<file path="config.mk">
export PLATFORM = sky130hd
export DESIGN_NAME = mux2_flit
export DESIGN_NICKNAME = d
export VERILOG_FILES = /design/src/rtl/mux2_flit.sv
export SDC_FILE = /design/constraint.sdc
export NUM_CORES = 1
export LEC_CHECK = 0
export CORE_MARGIN = 5
export CORE_UTILIZATION = 33
export DETAILED_ROUTE_END_ITERATION = 8
export PLACE_DENSITY_LB_ADDON = 0.05
export SLEW_MARGIN = 40
export SYNTH_ARGS = -nofsm -noshare
export SYNTH_HDL_FRONTEND = slang
export SYNTH_SLANG_ARGS = --single-unit
</file>
<file path="constraint.sdc">
create_clock -name clk -period 1.1 [get_ports clk]
set_clock_uncertainty 0.15 [all_clocks]
set_input_delay 0.22 -clock clk [delete_from_list [all_inputs] [get_ports clk]]
set_output_delay 0.22 -clock clk [all_outputs]
set_load 0.01 [all_outputs]
</file>
<file path="src/rtl/mux2_flit.sv">
// Registered 2-to-1 flit multiplexer: forwards {data, valid, vch} of the port
// picked by a one-hot select, with exactly one cycle of latency.
module mux2_flit #(
    parameter int DATA_W = 64,
    parameter int VCH_W  = 2,
    parameter int SEL_W  = 5
) (
    input  logic              clk,
    input  logic              rst,
    input  logic [DATA_W-1:0] idata_0,
    input  logic              ivalid_0,
    input  logic [VCH_W-1:0]  ivch_0,
    input  logic [DATA_W-1:0] idata_1,
    input  logic              ivalid_1,
    input  logic [VCH_W-1:0]  ivch_1,
    input  logic [SEL_W-1:0]  sel,
    output logic [DATA_W-1:0] odata,
    output logic              ovalid,
    output logic [VCH_W-1:0]  ovch
);

    // Valid semantics: ovalid is a plain copy of the selected ivalid; there is
    // no ready/backpressure, so every selected flit is forwarded the next cycle.

    logic [DATA_W-1:0] odata_q, odata_d;
    logic              ovalid_q, ovalid_d;
    logic [VCH_W-1:0]  ovch_q, ovch_d;

    always_comb begin
        odata_d  = '0;
        ovalid_d = 1'b0;
        ovch_d   = '0;
        // Port 0 wins when both low select bits are set.
        if (sel[0]) begin
            odata_d  = idata_0;
            ovalid_d = ivalid_0;
            ovch_d   = ivch_0;
        end else if (sel[1]) begin
            odata_d  = idata_1;
            ovalid_d = ivalid_1;
            ovch_d   = ivch_1;
        end
    end

    always_ff @(posedge clk) begin
        if (rst) begin
            odata_q  <= '0;
            ovalid_q <= 1'b0;
            ovch_q   <= '0;
        end else begin
            odata_q  <= odata_d;
            ovalid_q <= ovalid_d;
            ovch_q   <= ovch_d;
        end
    end

    // Upper select bits belong to the router's wider port encoding and are ignored here.
    generate
        if (SEL_W > 2) begin : g_sel_hi
            logic unused_sel_hi;
            assign unused_sel_hi = ^sel[SEL_W-1:2];
        end
    endgenerate

    assign odata  = odata_q;
    assign ovalid = ovalid_q;
    assign ovch   = ovch_q;

endmodule

</file>
# [Yosys cells after proc, flatten, opt, wreduce, memory -nomap -nowiden]
# Cells that the tools add are included.
[word_totals] elab_cells=9 ff_bits=67 in_bits=141 output_inout_bits=67
[op_classes] muxes=6
[op_table] op="$mux 64" count=2
[op_table] op="$mux 2" count=2
[op_table] op="$mux 1" count=2

# [Longest topological paths before layout]
# Gate-level depths: netlist (run 1).
[logic_depth] depth_word=2 ltp_mapped=4 depth_no_buf=2

# [Least setup slack after synthesis (run 1)]
# No wires, ideal clock.
[synth_path] path_type="input to register" startpoint="in rst" endpoint="reg odata_q[27] (netlist: odata[27])" arrival_time_ns=0.703 setup_time_ns=0.132 n_path_buf=2 setup_slack_ns=0.114 path_stages=3 t_required_ns=0.818 path_cell_list="buf_2 -> buf_1 -> a21oi_1"
[synth_rtl] item="start: declaration" line_no="9" rtl="input logic rst,"
[synth_rtl] item="end signal: assignment" line_no="51" rtl="odata_q <= odata_d;"
[synth_rtl] item="end: declaration" line_no="25" rtl="logic [DATA_W-1:0] odata_q, odata_d;"
# No word-level cell between the ends.

# [Final worst setup path (run 1)]
[layout_path] startpoint="reg odata_q[56] (netlist: odata[56])" endpoint="out odata[56]"
[layout_rtl] item="end: declaration" line_no="17" rtl="output logic [DATA_W-1:0] odata,"
# No word-level cell between the ends.

==> summary.md, run 1 <==
| Metric | Value |
|---|---|
| Post-synth top area share | `around 51%` |
| Hold buffers post-CTS | `0` |
| Total power draw | `approximately 5.5 mW` |
| Time the worst path needs with I/O delays and setup | `between 1000 and 1500 ps` |
| Post-Syn Area | `2610 um^2` |
| RSZ-0062 raised after global routing | `yes` |
| Sequence of cells on the critical path | `buf_2` |
| DR vias/cell | `4.59` |
| Row count | `32` |
| Syn Nets | `about 440` |
| Layout cells sized above 1 | `25.8%` |
| Cell taking the most area after synthesis | `dfxtp_1` |
| P_sw | `1.35 mW` |
| Switching share of power | `24.5%` |
| Worst endpoint required time | `730 ps` |
| Clock Sinks | `67` |
| Failing checks | `negative setup slack` |
| Sequential fraction of the synthesis area | `51.5%` |
| Die span in x | `98.9 um` |
| Final core utilization | `62.7%` |
| Yosys reg bits | `67` |
| Clk pwr share | `30.6%` |
| Delay-heaviest family, CP | `flip-flops` |
| Logic pwr share | `about 22%` |
| Period utilization | `103%` |
| Post-Syn Area per Cell | `8.80 um^2` |
| CP startpoint kind | `register` |
| Vias | `2,784` |
| Port Buffers | `about 200` |
| CTS max path bufs | `2` |
| # IOs | `208` |
| CP max stage delay | `310 ps` |
| Top cells by area, synth | `dfxtp_1 51%, nand3b_1 19%, a21oi_1 13%, nand2_1 9.6%, buf_6 3.0%` |
| Hold Worst Slack | `25.6 ps` |
| Least-Margin Pin Slew | `about 190 ps` |
| Static leakage | `between 2 and 2.5 nW` |
| HPWL after detailed placement | `6680 um` |
| TritonRoute pass-1 iters | `4` |
| Power Density | `roughly 1100 nW/um^2` |
| Max Fclk | `0.879 GHz` |
| Dpl cells | `about 600` |
| Fin cells | `606` |
| GR Overflow Total | `0` |
| Clk root buf | `clkbuf_8` |
| Drt drc | `0` |
| Final Hold Vio Count | `0` |
| DR iter-0 viols | `60` |
| Worst setup margin | `-37.4 ps` |
| Placer Congestion | `just under 0.8` |
| Layout Nets | `640` |
| Core Area | `7730 um^2` |
| Ant. Diodes | `0` |
| # setup viols final | `67` |
| Worst IR Drop VDD | `0.569 mV` |
| Crit Path Class | `register to output pin` |
| Cell variety after synth | `9` |
| Htree depth | `3` |
| Wirelength, routed | `8840 um` |
| Max FO, Critical Path | `1` |
| Hold Crit Class | `input pin to register` |
| Worst-path clk slew | `approximately 70 ps` |
| Die ar. | `9780 um^2` |
| Initial antenna violation count | `0` |
| Max cap viols | `0` |
| Slew HR | `87.4%` |
| CP Capture Type | `output pin` |
| Final count of pins violating max slew | `0` |
| Total CTS buffers | `9` |
| Total global routing track utilization | `17.9%` |
| Arr. time, crit path | `770 ps` |
| Initial Utilization | `33.7%` |
| Antenna viol nets, final | `0` |
| Global-route wire length before repair | `14,000 um` |
| Outcome | `finished, violations left` |
| Critical path buffers and inverters | `1` |
| Internal | `about 4.2 mW` |
| CTS tree | `yes` |
| Ys Warns | `0` |
| Post-route setup TNS | `-1720 ps` |
| CP max-delay cell | `dfxtp_1` |
| Seq pwr share | `47.5%` |
| Cells after Synth | `296` |
| Vias in the first global route | `2,822` |
| Die outline height | `98.9 um` |
| Drt wl/cell | `14.6 um` |
| Largest net degree at the start of global routing | `40` |
| Area Overhead vs Synth | `86.0%` |
-- synth_stat cells --
library cell,number
clkbuf_1,9
buf_2,2
buf_1,6
nand3b_1,67
nand2_1,67
buf_4,4
a21oi_1,67
dfxtp_1,67
buf_6,7
-- per-layer routing --
layer / global-route usage (%) / wire length, um
met1: 18.4 / 3300
met2: 31.8 / 4470
met3: 8.28 / 926
met4: 6.20 / 140
met5: 0 / 0
-- state kept, by name (all words and copies together) (netlist names) --
| name | flops |
|---|---|
| ovalid | 1 |
| odata | 64 |
| ovch | 2 |
-- cells in the final DEF (no fill, tap or decap) --
| master | instances |
|---|---|
| buf_12 | 6 |
| clkbuf_1 | 4 |
| dfxtp_1 | 35 |
| clkbuf_8 | 9 |
| buf_6 | 33 |
| clkinv_2 | 3 |
| buf_4 | 11 |
| buf_2 | 36 |
| dfxtp_2 | 32 |
| clkdlybuf4s50_1 | 134 |
| nand2_1 | 67 |
| nand3b_1 | 67 |
| a21oi_1 | 67 |
-- stage by stage --
step | cell area, um^2 | setup WS (ps)
2_1_floorplan | 2610 | 114
3_3_place_gp | 4780 | -118
3_5_place_dp | 4780 | -120
4_1_cts | 4660 | -66.1
5_1_grt | 4850 | -87.6
6_report | 4850 | -37.4
-- cells by family after synthesis --
logic type | synth area share (%)
and+or+nand+nor | 28.9
DFF | 51.5
AOI/OAI and AO/OA | 12.9
buffers and inverters | 6.72
-- power by group through the flow --
stage	logic [mW]	registers [mW]	clock network, mW
finish	1.20	2.62	1.69
global route	1.29	2.63	1.88
CTS	1.16	2.60	1.75
detailed placement	1.27	2.65	0
global placement	1.25	2.65	0
floorplan	0.330	2.73	0
-- path summary, 6_finish.rpt --
check,start,end,slack [ps],cells past startpoint
worst max-delay path,odata[56],odata[56],-40,1
worst min-delay path,rst,odata[17],30,2
-- cell type report --
type | count | area, um^2
flip-flops and latches | 67 | 1380
fillers | 685 | 2880
multi-input cells | 201 | 1090
well taps | 102 | 128
repair buffers | 220 | 2100
clock buffers | 13 | 139
clock inverters | 3 | 15.0
-- repair_timing --
action | 4_1_cts | 5_1_grt
gates cloned | 0 | 0
endpoints found under the setup margin | 67 | 67
resized for setup | 281 | 53
buffers inserted | 0 | 0
(Power assumes the default switching activity.)
==> inputs of run 2 (changes only) <==
--- a/config.mk
+++ b/config.mk
@@ -6,7 +6,7 @@
 export NUM_CORES = 1
 export LEC_CHECK = 0
 export CORE_MARGIN = 5
-export CORE_UTILIZATION = 33
+export CORE_UTILIZATION = 35
 export DETAILED_ROUTE_END_ITERATION = 8
 export PLACE_DENSITY_LB_ADDON = 0.05
 export SLEW_MARGIN = 40
==> constraint.sdc (replaced) <==
create_clock -name clk -period 1.4 [get_ports clk]
set_clock_uncertainty 0.15 [all_clocks]
set_input_delay 0.28 -clock clk [delete_from_list [all_inputs] [get_ports clk]]
set_output_delay 0.28 -clock clk [all_outputs]
set_load 0.01 [all_outputs]
==> summary.md, run 2 (synthesis results as in run 1) <==
| Metric | Value |
|---|---|
| CP startpoint kind | `register` |
| Slew HR | `84.7% (-2.7 points)` |
| Critical path buffers and inverters | `1 (unchanged)` |
| CP max stage delay | `300 ps (about the same)` |
| Global-route wire length before repair | `13,000 um (-6.7%)` |
| Static leakage | `2.06 nW (+3.0%)` |
| Max reg flops | `64 (unchanged)` |
| Vias | `2,755 (-1.0%)` |
| Routed length on met1 | `3200 um (-3.1%)` |
| Hold buffers post-CTS | `0 (unchanged)` |
| Largest net degree at the start of global routing | `53 (+33%)` |
| Commonest non-fill, non-tap cell in the layout | `clkdlybuf4s50_1` |
| Core Area | `7250 um^2 (-6.1%)` |
| Outcome | `finished clean` |
| FF/Latch Area | `1340 um^2 (-2.9%)` |
| Final core utilization | `66.9% (+4.2 points)` |
| Clk root buf | `clkbuf_8` |
| Pre-CTS setup slack | `117 ps (+237 ps)` |
| Die span in x | `96.3 um (-2.6%)` |
| DR WL met2 | `4450 um (-0.51%)` |
| DR vias/cell | `4.61 (+0.45%)` |
| Row count | `31 (-3.1%)` |
| Final Hold Vio Count | `0 (unchanged)` |
| Layout cells sized above 1 | `5.42% (-20 points)` |
| Drt drc | `0 (unchanged)` |
| Worst setup margin | `38.3 ps (+75.7 ps)` |
| DR iter-0 viols | `75 (+25%)` |
| Arr. time, crit path | `930 ps (+160 ps)` |
| Most frequent cells in the layout | `134 x clkdlybuf4s50_1, 67 x nand2_1, 67 x nand3b_1, 67 x a21oi_1, 67 x dfxtp_1` |
| CP max-delay cell | `dfxtp_1` |
| Sequence of cells on the critical path | `dlygate4sd2_1` |
| Power Density | `934 nW/um^2 (-18%)` |
| CTS tree | `yes` |
| Clock Sinks | `67 (unchanged)` |
| # setup viols final | `0 (-100%)` |
| Wirelength, routed | `8910 um (+0.74%)` |
| Antenna viol nets, final | `0 (unchanged)` |
| CP Capture Type | `output pin` |
| Vias in the first global route | `2,747 (-2.7%)` |
| Time the worst path needs with I/O delays and setup | `1360 ps` |
| Min-Delay Endpoint | `odata[21]` |
| RSZ-0062 raised after global routing | `no` |
| Worst Hold Depth | `2 (unchanged)` |
| Die ar. | `9270 um^2 (-5.2%)` |
| Initial antenna violation count | `0 (unchanged)` |
| Final count of pins violating max slew | `0 (unchanged)` |
| Worst endpoint required time | `970 ps (+240 ps)` |
| Hold Crit Class | `input pin to register` |
| Worst-path clk slew | `70 ps (about the same)` |
| Ant. Diodes | `0 (unchanged)` |
| Worst IR Drop VDD | `0.689 mV (+21%)` |
| Uppermost routed layer | `met4` |
| HPWL after detailed placement | `6770 um (+1.4%)` |
| CTS max path bufs | `2 (unchanged)` |
| Max cap viols | `0 (unchanged)` |
| Placer Congestion | `0.766 (-2.9%)` |
| Met3 routed wirelength | `1050 um (+14%)` |
| Total global routing track utilization | `18.6% (+0.72 points)` |
| Area Overhead vs Synth | `86.2%` |
| TritonRoute pass-1 iters | `6 (+2)` |
| Layout Nets | `635 (-0.78%)` |
| WP depth | `1 (unchanged)` |
| Post-CTS setup buffers | `0 (unchanged)` |
| Fillers | `666 (-2.8%)` |
| Die outline height | `96.3 um (-2.6%)` |
| Crit Path Class | `register to output pin` |
| Post-route setup TNS | `0 ps (+1720 ps)` |
| Total CTS buffers | `9 (unchanged)` |
| Max Fclk | `0.734 GHz` |
| Total power draw | `4.53 mW (-18%)` |
| Drt wl/cell | `14.9 um (+2.3%)` |
| Delay-heaviest family, CP | `flip-flops` |
| Initial Utilization | `35.9% (+2.2 points)` |
| Max FO, Critical Path | `1 (unchanged)` |
| Least-Margin Pin Slew | `229 ps (+40.3 ps)` |
| Htree depth | `3 (unchanged)` |
| Port Buffers | `204 (unchanged)` |
| GR Overflow Total | `0 (unchanged)` |
| # IOs | `208 (unchanged)` |
| Hold_sp | `rst` |
| Area of the multi-input gates | `1090 um^2 (unchanged)` |
| Period utilization | `between 90 and 100%` |
-- run 2: cell count changes in the layout (fill, tap and decap cells not counted), sizes merged --
cell / previous run / this run
bufinv: 0 / 1
clkdlybuf4s15: 0 / 11
clkinv: 3 / 1
buf: 86 / 14
dlygate4sd2: 0 / 56
-- run 2: where the power goes --
part           total, mW  leakage (nW)  internal, mW  switching (mW)
Clock               1.60        0.0995         0.910           0.686
Combinational      0.902          1.41         0.568           0.334
Sequential          2.03         0.554          2.01          0.0209
Total               4.53          2.06          3.49            1.04
-- run 2: what timing repair did --
item,in CTS,in global routing
resized for setup,67,11
endpoints found under the hold margin,0,0
setup endpoints to repair,67,11
-- run 2: layout make-up --
class	count	share of cell area, %
Clock buffer	13	3.27
Clock inverter	2	0.722
Multi-Input combinational cell	201	22.5
Sequential cell	67	27.6
Tap cell	99	2.55
Timing Repair Buffer	215	43.4
-- run 2: how the worst max path moves through the flow --
stage,startpoint,to,slack (ps)
floorplan,rst,odata[27],350
global placement,odata[57],odata[57],120
detailed placement,odata[56],odata[56],120
CTS,odata[56],odata[56],10
global route,odata[12],odata[12],0.6
finish,ovch[1],ovch[1],40
-- run 2: per-stage QoR --
step	area [um^2]	hold WS, ps	cells
6_report	4850	130	597
5_1_grt	4850	133	597
4_1_cts	4840	113	597
3_5_place_dp	4730	481	582
3_3_place_gp	4730	476	582
2_1_floorplan	2610	266	296
-- run 2: routing by layer --
| metal | global-route usage (%) | vias up |
|---|---|---|
| met4 | 9.58 | 0 |
| met2 | 32.1 | 112 |
| met5 | 0 | - |
| li1 | - | 1393 |
| met3 | 8.29 | 14 |
| met1 | 18.9 | 1236 |
==> variant (flow settings as in run 1) <==
Register the output `ovalid` once more; this adds one clock of latency there. The other outputs are not delayed to match.
--- a/src/rtl/mux2_flit.sv
+++ b/src/rtl/mux2_flit.sv
@@ -63,7 +63,9 @@
     endgenerate
 
     assign odata  = odata_q;
-    assign ovalid = ovalid_q;
+    always_ff @(posedge clk) begin
+        ovalid <= ovalid_q;
+    end
     assign ovch   = ovch_q;
 
 endmodule
Behaviour: not the same (Yosys sat finds a counterexample within 4 cycles, from zero or initial values and one cycle with rst high).
==> variant against run 1 <==
The flow still finishes with violations (setup timing). Sequential cell count is 1 higher. Area after synthesis up 0.77%. Final area about the same. Worst hold slack gained 0.043 ns. Worst setup slack got worse by 0.011 ns. Routed wire length up 6.3%. Power increased by 4.5%. Largest power group unchanged. Highest routed layer unchanged.
==> variant: results (changes against run 1) <==
| Metric | Value |
|---|---|
| Nets | `644 (+0.63%)` |
| Number of diodes | `0 (unchanged)` |
| Setup violators final | `67 (unchanged)` |
| Setup TNS | `-2.25 ns (-0.537 ns)` |
| Sequential-to-total area share from yosys stat | `0.518 (+0.00370)` |
| Synth unique cells | `9 (unchanged)` |
| Worst hold stages | `2 (unchanged)` |
| Slowest cell on the critical path | `dfxtp_1` |
| PostCTS Resize Cnt | `282 (+0.36%)` |
| CP max stage delay | `0.31 ns (about the same)` |
| Post-Syn Nets | `438 (+0.23%)` |
| Layout cells sized above 1 | `0.248 (-0.00991)` |
| R2R cell count | `0` |
| Mapped Cells | `297 (+0.34%)` |
| Static leakage | `2.02 nW (+0.96%)` |
| Failing checks | `setup timing` |
| Final WS setup | `-0.0488 ns (-0.0114 ns)` |
| Cts bufs inserted | `9 (unchanged)` |
| Final HPWL DP | `7.08 mm (+6.1%)` |
| Port Buffer Count | `204 (unchanged)` |
| YS warnings | `0 (unchanged)` |
| 1st-pass router iterations | `4 (unchanged)` |
| Async SR Flop Fraction | `0 (unchanged)` |
| H-Tree Level Count | `3 (unchanged)` |
| Synth area leaders | `dfxtp_1, nand3b_1, a21oi_1, nand2_1, buf_6` |
| Fillers | `674 (-1.6%)` |
| Vias in the first global route | `2897 (+2.7%)` |
| CP arrival | `0.78 ns` |
| DP Cell Count | `594 (+0.68%)` |
| Initial antenna violation count | `0 (unchanged)` |
| Status | `finished with violations` |
| Worst skew pair latency | `0.34 ns` |
| Max reg flops | `64 (unchanged)` |
| Root buf cell | `clkbuf_8` |
| Setup bufs post-CTS | `0 (unchanged)` |
| Relative slew slack | `0.837 (-0.0370)` |
| RePlAce Congestion | `0.752 (-4.7%)` |
| Global-route wire length before repair | `14.5 mm (+3.8%)` |
| GRT Total Usage | `0.186 (+0.00702)` |
| Peak supply drop | `0.000596 V (+4.8%)` |
| Routed vias/inst | `4.63 (+0.77%)` |
| CP Max Fanout | `1 (unchanged)` |
| Initial DRC Count | `55 (-8.3%)` |
| Synth cell count leaders | `dfxtp_1, a21oi_1, nand2_1, nand3b_1, clkbuf_1` |
| Via count | `2824 (+1.4%)` |
| Clk pin slew, worst setup/hold paths | `0.07 ns (about the same)` |
| Max clock buf depth | `2 (unchanged)` |
| Largest net degree at the start of global routing | `36 (-10%)` |
| Wirelength per Cell | `15.4 um (+5.6%)` |
| CP top delay family | `flip-flops` |
| HP Class | `primary input to register` |
## variant: cells by family (layout without fill, tap and decap cells)
logic type	after synthesis	count (layout)	share of synthesized area
simple gates	134	134	0.287
flops	68	68	0.518
compound gates	67	67	0.128
buf+inv	28	239	0.0667
## variant: metrics by stage
stage	setup WS (ns)	hold slack [ns]	area [sq um]	util
after global placement	-0.119	0.179	4810	0.623
after global routing	-0.0920	0.0740	4850	0.627
after detailed placement	-0.118	0.168	4810	0.623
after CTS	-0.0651	0.0600	4720	0.610
final	-0.0488	0.0687	4850	0.627
after floorplan	0.114	0.160	2630	-
## variant: final timing paths
check | start | endpoint | slack [ns]
worst max-delay path | odata[23]$_SDFF_PP0_ | odata[23] | -0.05
worst min-delay path | rst | odata[62]$_SDFF_PP0_ | 0.07
worst max register to register | ovalid_q$_SDFF_PP0_ | ovalid$_DFF_P_ | 0.56
worst min register to register | ovalid_q$_SDFF_PP0_ | ovalid$_DFF_P_ | 0.18
## variant: layout make-up
class,instances,share of cell area
Clock inverter,1,0.00103
Tap cell,102,0.0263
Multi-Input combinational cell,201,0.225
Clock buffer,15,0.0364
Sequential cell,68,0.287
Timing Repair Buffer,223,0.424
## variant: where the power goes
| group | switching (W) | internal [W] | leakage [nW] |
|---|---|---|---|
| registers | 0.0000390 | 0.00261 | 0.570 |
| clock network | 0.000914 | 0.00101 | 0.0937 |
| logic | 0.000433 | 0.000759 | 1.36 |
| total | 0.00139 | 0.00438 | 2.02 |
## variant: metal layers
metal	part of all wire	GRT usage
met1	0.38	0.197
met2	0.48	0.314
met3	0.12	0.0947
met5	0	0
met4	0.028	0.0725
